[src/rtl/prach_pkg.sv]
// Shared definitions for the PRACH window extractor: channel count default,
// per-channel window state, counter width and the context record.
package prach_pkg;

  localparam int PRACH_NUM_CHN = 8;
  localparam int CNT_W         = 16;

  localparam logic [CNT_W-1:0] CNT_ONE = CNT_W'(1);

  typedef enum logic [1:0] {
    ST_IDLE = 2'd0,
    ST_SKIP = 2'd1,
    ST_PASS = 2'd2,
    ST_DONE = 2'd3
  } win_state_e;

  typedef struct packed {
    win_state_e       state;
    logic [CNT_W-1:0] skip;
    logic [CNT_W-1:0] rem;
  } chn_ctx_t;

  // Context a channel takes on at frame start; disabled channels stay idle.
  function automatic chn_ctx_t load_ctx(input logic             en,
                                        input logic [CNT_W-1:0] offset,
                                        input logic [CNT_W-1:0] length);
    chn_ctx_t ctx;
    ctx = '0;
    if (en) begin
      ctx.state = ST_SKIP;
      ctx.skip  = offset;
      ctx.rem   = length;
    end
    return ctx;
  endfunction

endpackage

[src/rtl/prach_window.sv]
// PRACH window extractor: for each TDM channel, skips a programmable number
// of samples after frame sync and then forwards a programmable-length window.
// Stage 1 does the context read-modify-write, stage 2 registers the outputs.
module prach_window
  import prach_pkg::*;
#(
  parameter int NUM_CHN = PRACH_NUM_CHN
) (
  input  logic                    clk,
  input  logic                    rst_n,
  input  logic signed [15:0]      din_dr,
  input  logic signed [15:0]      din_di,
  input  logic                    din_dv,
  input  logic [7:0]              din_chn,
  input  logic                    sync_in,
  output logic signed [15:0]      dout_dr,
  output logic signed [15:0]      dout_di,
  output logic                    dout_dv,
  output logic [7:0]              dout_chn,
  output logic                    dout_sof,
  output logic                    dout_eof,
  output logic                    sync_out,
  input  logic                    ctrl_enable [NUM_CHN],
  input  logic [CNT_W-1:0]        ctrl_offset [NUM_CHN],
  input  logic [CNT_W-1:0]        ctrl_length [NUM_CHN],
  input  logic                    ctrl_clear,
  output logic [NUM_CHN-1:0]      stat_trunc
);

  chn_ctx_t ctx      [NUM_CHN];
  chn_ctx_t ctx_next [NUM_CHN];
  chn_ctx_t sel_ctx;
  chn_ctx_t upd_ctx;
  logic     sel_hit;
  logic     pass_now;
  logic     fwd;
  logic     fwd_sof;
  logic     fwd_eof;

  logic [NUM_CHN-1:0] trunc_set;
  logic [NUM_CHN-1:0] trunc_next;

  logic               s1_dv;
  logic               s1_sof;
  logic               s1_eof;
  logic               s1_sync;
  logic signed [15:0] s1_dr;
  logic signed [15:0] s1_di;
  logic [7:0]         s1_chn;

  // Fetch the addressed channel's context; a coincident sync means the sample
  // sees the freshly loaded context. Out-of-range channels never hit.
  always_comb begin
    sel_hit = 1'b0;
    sel_ctx = '0;
    for (int c = 0; c < NUM_CHN; c++) begin
      if (din_dv && din_chn == 8'(c)) begin
        sel_hit = 1'b1;
        sel_ctx = sync_in ? load_ctx(ctrl_enable[c], ctrl_offset[c], ctrl_length[c])
                          : ctx[c];
      end
    end
  end

  // Window decision for the selected sample. A SKIP with nothing left to
  // skip behaves as PASS on the same sample, so the first forwarded sample
  // is always the one taken straight out of SKIP.
  always_comb begin
    upd_ctx  = sel_ctx;
    fwd      = 1'b0;
    fwd_sof  = 1'b0;
    fwd_eof  = 1'b0;
    pass_now = 1'b0;
    case (sel_ctx.state)
      ST_SKIP: begin
        if (sel_ctx.skip != '0) upd_ctx.skip = sel_ctx.skip - CNT_ONE;
        else                    pass_now     = 1'b1;
      end
      ST_PASS: pass_now = 1'b1;
      default: pass_now = 1'b0;
    endcase
    if (pass_now) begin
      if (sel_ctx.rem == '0) begin
        upd_ctx.state = ST_DONE;
      end else begin
        fwd           = sel_hit;
        fwd_sof       = (sel_ctx.state == ST_SKIP);
        fwd_eof       = (sel_ctx.rem == CNT_ONE);
        upd_ctx.rem   = sel_ctx.rem - CNT_ONE;
        upd_ctx.state = (sel_ctx.rem == CNT_ONE) ? ST_DONE : ST_PASS;
      end
    end
  end

  // Next contexts: sync reloads every channel, the addressed channel takes
  // the updated context; any window still open at sync is flagged truncated.
  always_comb begin
    for (int c = 0; c < NUM_CHN; c++) begin
      ctx_next[c] = sync_in ? load_ctx(ctrl_enable[c], ctrl_offset[c], ctrl_length[c])
                            : ctx[c];
      if (sel_hit && din_chn == 8'(c)) ctx_next[c] = upd_ctx;
      trunc_set[c] = sync_in && (ctx[c].state == ST_SKIP || ctx[c].state == ST_PASS);
    end
    trunc_next = (stat_trunc & ~{NUM_CHN{ctrl_clear}}) | trunc_set;
  end

  // Context register array.
  always_ff @(posedge clk or negedge rst_n) begin
    if (!rst_n) begin
      for (int c = 0; c < NUM_CHN; c++) ctx[c] <= '0;
    end else begin
      for (int c = 0; c < NUM_CHN; c++) ctx[c] <= ctx_next[c];
    end
  end

  // Stage 1: capture forwarding decision, payload, sync and sticky status.
  always_ff @(posedge clk or negedge rst_n) begin
    if (!rst_n) begin
      s1_dv      <= 1'b0;
      s1_sof     <= 1'b0;
      s1_eof     <= 1'b0;
      s1_sync    <= 1'b0;
      s1_dr      <= '0;
      s1_di      <= '0;
      s1_chn     <= '0;
      stat_trunc <= '0;
    end else begin
      s1_dv      <= fwd;
      s1_sof     <= fwd_sof;
      s1_eof     <= fwd_eof;
      s1_sync    <= sync_in;
      stat_trunc <= trunc_next;
      if (fwd) begin
        s1_dr  <= din_dr;
        s1_di  <= din_di;
        s1_chn <= din_chn;
      end
    end
  end

  // Stage 2: output register; payload holds between valid samples.
  always_ff @(posedge clk or negedge rst_n) begin
    if (!rst_n) begin
      dout_dv  <= 1'b0;
      dout_sof <= 1'b0;
      dout_eof <= 1'b0;
      sync_out <= 1'b0;
      dout_dr  <= '0;
      dout_di  <= '0;
      dout_chn <= '0;
    end else begin
      dout_dv  <= s1_dv;
      dout_sof <= s1_sof;
      dout_eof <= s1_eof;
      sync_out <= s1_sync;
      if (s1_dv) begin
        dout_dr  <= s1_dr;
        dout_di  <= s1_di;
        dout_chn <= s1_chn;
      end
    end
  end

endmodule

[config.mk]
export PLATFORM = sky130hd
export DESIGN_NAME = prach_window
export DESIGN_NICKNAME = d
export VERILOG_FILES = /design/src/rtl/prach_pkg.sv /design/src/rtl/prach_window.sv
export SDC_FILE = /design/constraint.sdc
export NUM_CORES = 1
export LEC_CHECK = 0
export CORE_MARGIN = 3
export CORE_UTILIZATION = 25
export CTS_CLUSTER_SIZE = 14
export DETAILED_ROUTE_END_ITERATION = 7
export PLACE_DENSITY_LB_ADDON = 0.12
export SYNTH_ARGS = -nofsm -noshare
export SYNTH_HDL_FRONTEND = slang
export SYNTH_SLANG_ARGS = --single-unit
[constraint.sdc]
create_clock -name clk -period 3.9 [get_ports clk]
set_input_delay 1.17 -clock clk [delete_from_list [all_inputs] [get_ports clk]]
set_output_delay 1.17 -clock clk [all_outputs]
set_load 0.03 [all_outputs]
== Word level (Yosys, flattened, before mapping) ==
Index checks and enable logic that the tools add are counted.

* Bits in registers: 368
* Bits in latches: 0
* RAM bits: 0
* Memory bits (read-only): 0
* Input bits: 309
* Output and inout port bits: 52
* Memories: 0

* Add/subtract/negate cells: 2
* Multiply operators: 0
* Divide/modulo/power cells: 0
* Order comparisons: 0
* Equality and inequality tests: 26
* Shift operators: 0
* Multiplexer cells: 55
* Bitwise gates (word level): 3
* Reductions and logical operators: 35

{| class="wikitable"
|+ Operator list
! cell !! number
|-
| 34-bit two-way mux || 24
|-
| 33-bit two-way mux || 8
|-
| 16-bit two-way mux || 4
|-
| 8-bit by 3-bit equality test with 1-bit output (second input constant) || 4
|-
| 16-bit by 1-bit subtractor with 16-bit output (second input constant) || 2
|-
| 1-bit logical AND || 24
|-
| 2-bit by 1-bit equality test with 1-bit output (second input constant) || 9
|-
| 2-bit equality test (second input constant) || 9
|-
| 1-bit two-way mux || 17
|-
| 16-bit by 1-bit equality test with 1-bit output (second input constant) || 1
|-
| 8-bit by 2-bit equality test with 1-bit output (second input constant) || 2
|-
| 16-bit logical NOT || 1
|-
| 16-bit nonzero test || 1
|-
| 8-bit AND || 1
|-
| 8-bit by 1-bit equality test with 1-bit output (second input constant) || 1
|-
| 8-bit logical NOT || 1
|-
| 1-bit logical OR || 8
|-
| 8-bit inverter || 1
|-
| 8-bit bitwise OR || 1
|-
| 2-bit two-way mux || 1
|-
| 1-bit case mux with 2 select lines || 1
|}

== Longest topological paths before layout ==
* Word-level depth: 15
* Mapped depth: 23

== Least setup slack after synthesis ==
OpenSTA, ideal clock, no wires.

* Path kind: input to register
* From: input sync_in
* To: register, netlist name ctx[185]
* Arrival time: 5965 ps
* Data required time: 3755 ps
* Setup slack: -2210 ps
* Cell stages on the path: 21
* Path buffers: 10
* Path through: buf_4 inv_1 buf_2 buf_2 buf_2 buf_2 buf_1 buf_1 clkbuf_1 clkbuf_1 a21o_1 nor2_1 o21ai_0 ha_1 inv_1 or4_4 o41a_1 buf_6 nor4b_4 mux2i_1 mux2i_1

{| class="wikitable"
|+ RTL lines
! item !! RTL line !! source
|-
| from (decl) || prach_window.sv:15 || <nowiki>input logic sync_in,</nowiki>
|}

==> flow_summary.ini <==
[worst_setup_path]
crit_path_max_fanout = 7
crit_cells = 16
r2r-end = ctx[185]
crit-reg2reg-launch = ctx[156]
worst_setup_path_start_kind = input port
crit_arrival_ns = 5.02
cp_slowest_cell = or4_4
path_common_cell = buf_6
critPathCapture = ctx[185]
crit_buf_inv = 6
crit_type = input port to flop
crit_chain = buf_12, buf_12, buf_6, mux4_2, mux4_2, nand2_4, ha_4, nand3_4, or4_4, o41a_1, buf_6, buf_6, nor4b_4, mux2i_2, buf_6, mux2i_1
r2r_setup_slack_ns = -0.20
reg2regPathDepth = 13
cp.required_ns = 4.35
slowest_delay_ns = 0.57
critPathLaunch = din_chn[0]
worstSetupEndpointType = flop
path_delay_family = multiplexers

[timing]
post-route-period-util_pct = 117
hold_viol_final = 0
max_freq_mhz = 219
timing.final.ws_setup_ns = -0.670
finClkSkew_ns = 0.0309
min_period_ns = 4.57
worst_slew_pin_slew_ns = 0.954
slew_viol_final = 0
setup_viol = 264
rsz0062_at_grt = yes
relSlewSlack_pct = 36.4

[clocking]
clkTransAtPathRegs_ns = 0.06
cts_hold_buffers = 0
htree_num_levels = 2
cts.path.max_buffers = 3
clk_latency_ns = 0.60
cts_tree = built
cts_sinks = 368
cts-root-buf = clkbuf_16
cts_inserted_buffers = 46

[die]
fp.dieW_um = 290
design.die.area_um2 = 84100
num_rows = 103
start_util_pct = 25.4
fp.coreArea_um2 = 79400
die_height_um = 290
ios = 361

[detailed_routing]
vias_per_cell = 5.54
dr.pass1.iters = 6
wl_per_cell_um = 30.3
antenna_left = 0
via_count = 21700
drc_errors = 0
drt-total-wl_um = 118000
drtIter0Drc = 2330

[logic_synthesis]
synth_edf_count = 0
synthCells = 2055
ys_seq_area_share_pct = 45.7
async_reset_ff_share_pct = 100
yosysWarningCount = 0
synth_cell_types = 82
synth_ff_type = dfrtp_1
synth_seq_cells = 368
syn_area_um2 = 20200
syn_avg_cell_area_um2 = 9.81
syn-num-nets = 2369

[finish]
nets = 3141
antennaDiodeCount = 0
seqCellArea_um2 = 9210
post-route-util_pct = 41.1
final_cells = 3911
syn_to_final_growth_pct = 61.9
drive_gt1_share_pct = 35.7
multi_input_area_um2 = 11800
fill_cells = 7823

[power]
peakVddDrop_v = 0.000245
internal_power_w = 0.00750
pwr-share-clk_pct = 41.4
p_comb_share_pct = 19.2
powerDensity_nw_per_um2 = 321
switching_power_w = 0.00297
p_leak_nw = 13.9
swShare_pct = 28.4
p_seq_share_pct = 39.4

[place]
globalplace.congestion = 0.937
dp.final_hpwl_um = 87000
io_buffers = 360
place_inst = 3731

[global_route]
grt_remaining_overflow = 0
grt_pass1_wl_um = 166000
antenna_found_initial = 4
grt_pass1_vias = 21900
grt_max_degree = 89
grt.total_usage_pct = 27.0

[flow_run]
drv_cap = 0

[run_status]
violations = setup timing
status = finished with violations

[hold_path]
worstHoldPathType = flop to flop
[synthesized netlist by cell type, types with 22 or more instances]
cell	instances	share of area, %
a21oi_1	241	6.0
a221oi_1	76	3.3
a22o_1	72	3.1
a22oi_1	56	2.1
a31oi_1	26	0.81
and2_1	39	1.2
and3_1	74	2.3
buf_2	28	0.70
clkbuf_1	132	2.5
dfrtp_1	368	46
inv_1	22	0.41
mux2_2	82	4.6
mux2i_1	49	2.4
nand2_1	66	1.2
nand2b_1	66	2.0
nand3_1	89	2.2
nor2_1	143	2.7
nor2b_1	34	1.1
nor3_1	26	0.65
o21ai_0	59	1.5
o22ai_1	25	0.78
xnor2_1	25	1.1
[worst reg2reg max path, stage by stage, from the launching register on]
cell and delay [ns]:
dfrtp_1 0.36, nor2b_1 0.14, a221o_1 0.35, a222oi_1 0.38, o221ai_2 0.18, or4b_4 0.58
or4_4 0.47, o41a_1 0.39, buf_6 0.17, buf_6 0.12, nor4b_4 0.30, mux2i_2 0.27
buf_6 0.17, mux2i_1 0.08
[cell families (layout without fill, tap and decap cells)]
family	count (synthesis)	count (layout)	share of synthesized area [%]
compound gates	696	696	23.6
xor+xnor	36	36	1.77
fa+ha+maj	5	5	0.310
buf+inv	209	1015	4.29
flops	368	368	45.7
mux	144	144	8.47
simple gates	597	597	15.9
[how the worst min path moves through the flow]
stage | startpoint | end | cells after the start
finish | s1_sof | dout_sof | 0
global route | s1_eof | dout_eof | 0
CTS | s1_sof | dout_sof | 0
detailed placement | s1_eof | dout_eof | 0
global placement | s1_eof | dout_eof | 0
floorplan | s1_eof | dout_eof | 0
[sequential cells by signal, summed over array words and instances (netlist names), 8 cells and up]
| register | flops |
|---|---|
| dout_di | 16 |
| dout_dr | 16 |
| s1_chn | 8 |
| s1_di | 16 |
| ctx | 272 |
| stat_trunc | 8 |
| s1_dr | 16 |
| dout_chn | 8 |
[power groups by stage]
stage,Sequential (W),Clock [W],Combinational [W]
global route,0.00415,0.00456,0.00213
detailed placement,0.00419,0,0.00183
floorplan,0.00419,0,0.000712
finish,0.00413,0.00433,0.00201
CTS,0.00412,0.00443,0.00191
global placement,0.00419,0,0.00182
[cell type report]
| type | instances | area share [%] |
|---|---|---|
| tap | 1050 | 4.03 |
| sequential | 368 | 28.2 |
| clock inverter | 15 | 0.433 |
| inverter | 23 | 0.299 |
| multi-input combinational | 1478 | 36.3 |
| clock buffer | 67 | 4.08 |
| timing repair buffer | 910 | 26.7 |
[layer usage]
| metal | routed length (µm) | global-route usage [%] |
|---|---|---|
| met2 | 56300 | 44.4 |
| met5 | 0 | 0 |
| met4 | 4990 | 10.5 |
| met1 | 48800 | 35.4 |
| met3 | 8180 | 4.58 |
[stage by stage]
step	setup slack, ns	TNS, ns	total power [W]	hold WS (ns)	area, µm²
final	-0.670	-103.87	0.0105	0.347	32600
after global routing	-0.741	-118.63	0.0108	0.368	32600
after CTS	-0.623	-104.54	0.0105	0.349	31200
after detailed placement	-1.87	-474.56	0.00602	0.341	28400
after global placement	-1.86	-475.30	0.00601	0.344	28400
after floorplan	-1.41	-288.13	0.00490	0.331	20600
[layout by cell type, fill, tap and decap left out, drive strengths merged, types with 64 or more instances in the layout]
| master | instances |
|---|---|
| a21oi | 241 |
| a221oi | 76 |
| a22o | 72 |
| and3 | 74 |
| buf | 561 |
| clkbuf | 72 |
| clkdlybuf4s50 | 325 |
| dfrtp | 368 |
| mux2 | 82 |
| nand2 | 67 |
| nand2b | 66 |
| nand3 | 89 |
| nor2 | 144 |
| o21ai | 64 |
[repair_timing]
action,CTS,global route
pin swaps,77,87
endpoints found under the setup margin,315,315
setup buffers,64,36
cloned,7,5
hold endpoints to repair,0,0
resized for setup,234,278
(Power assumes the default switching activity.)
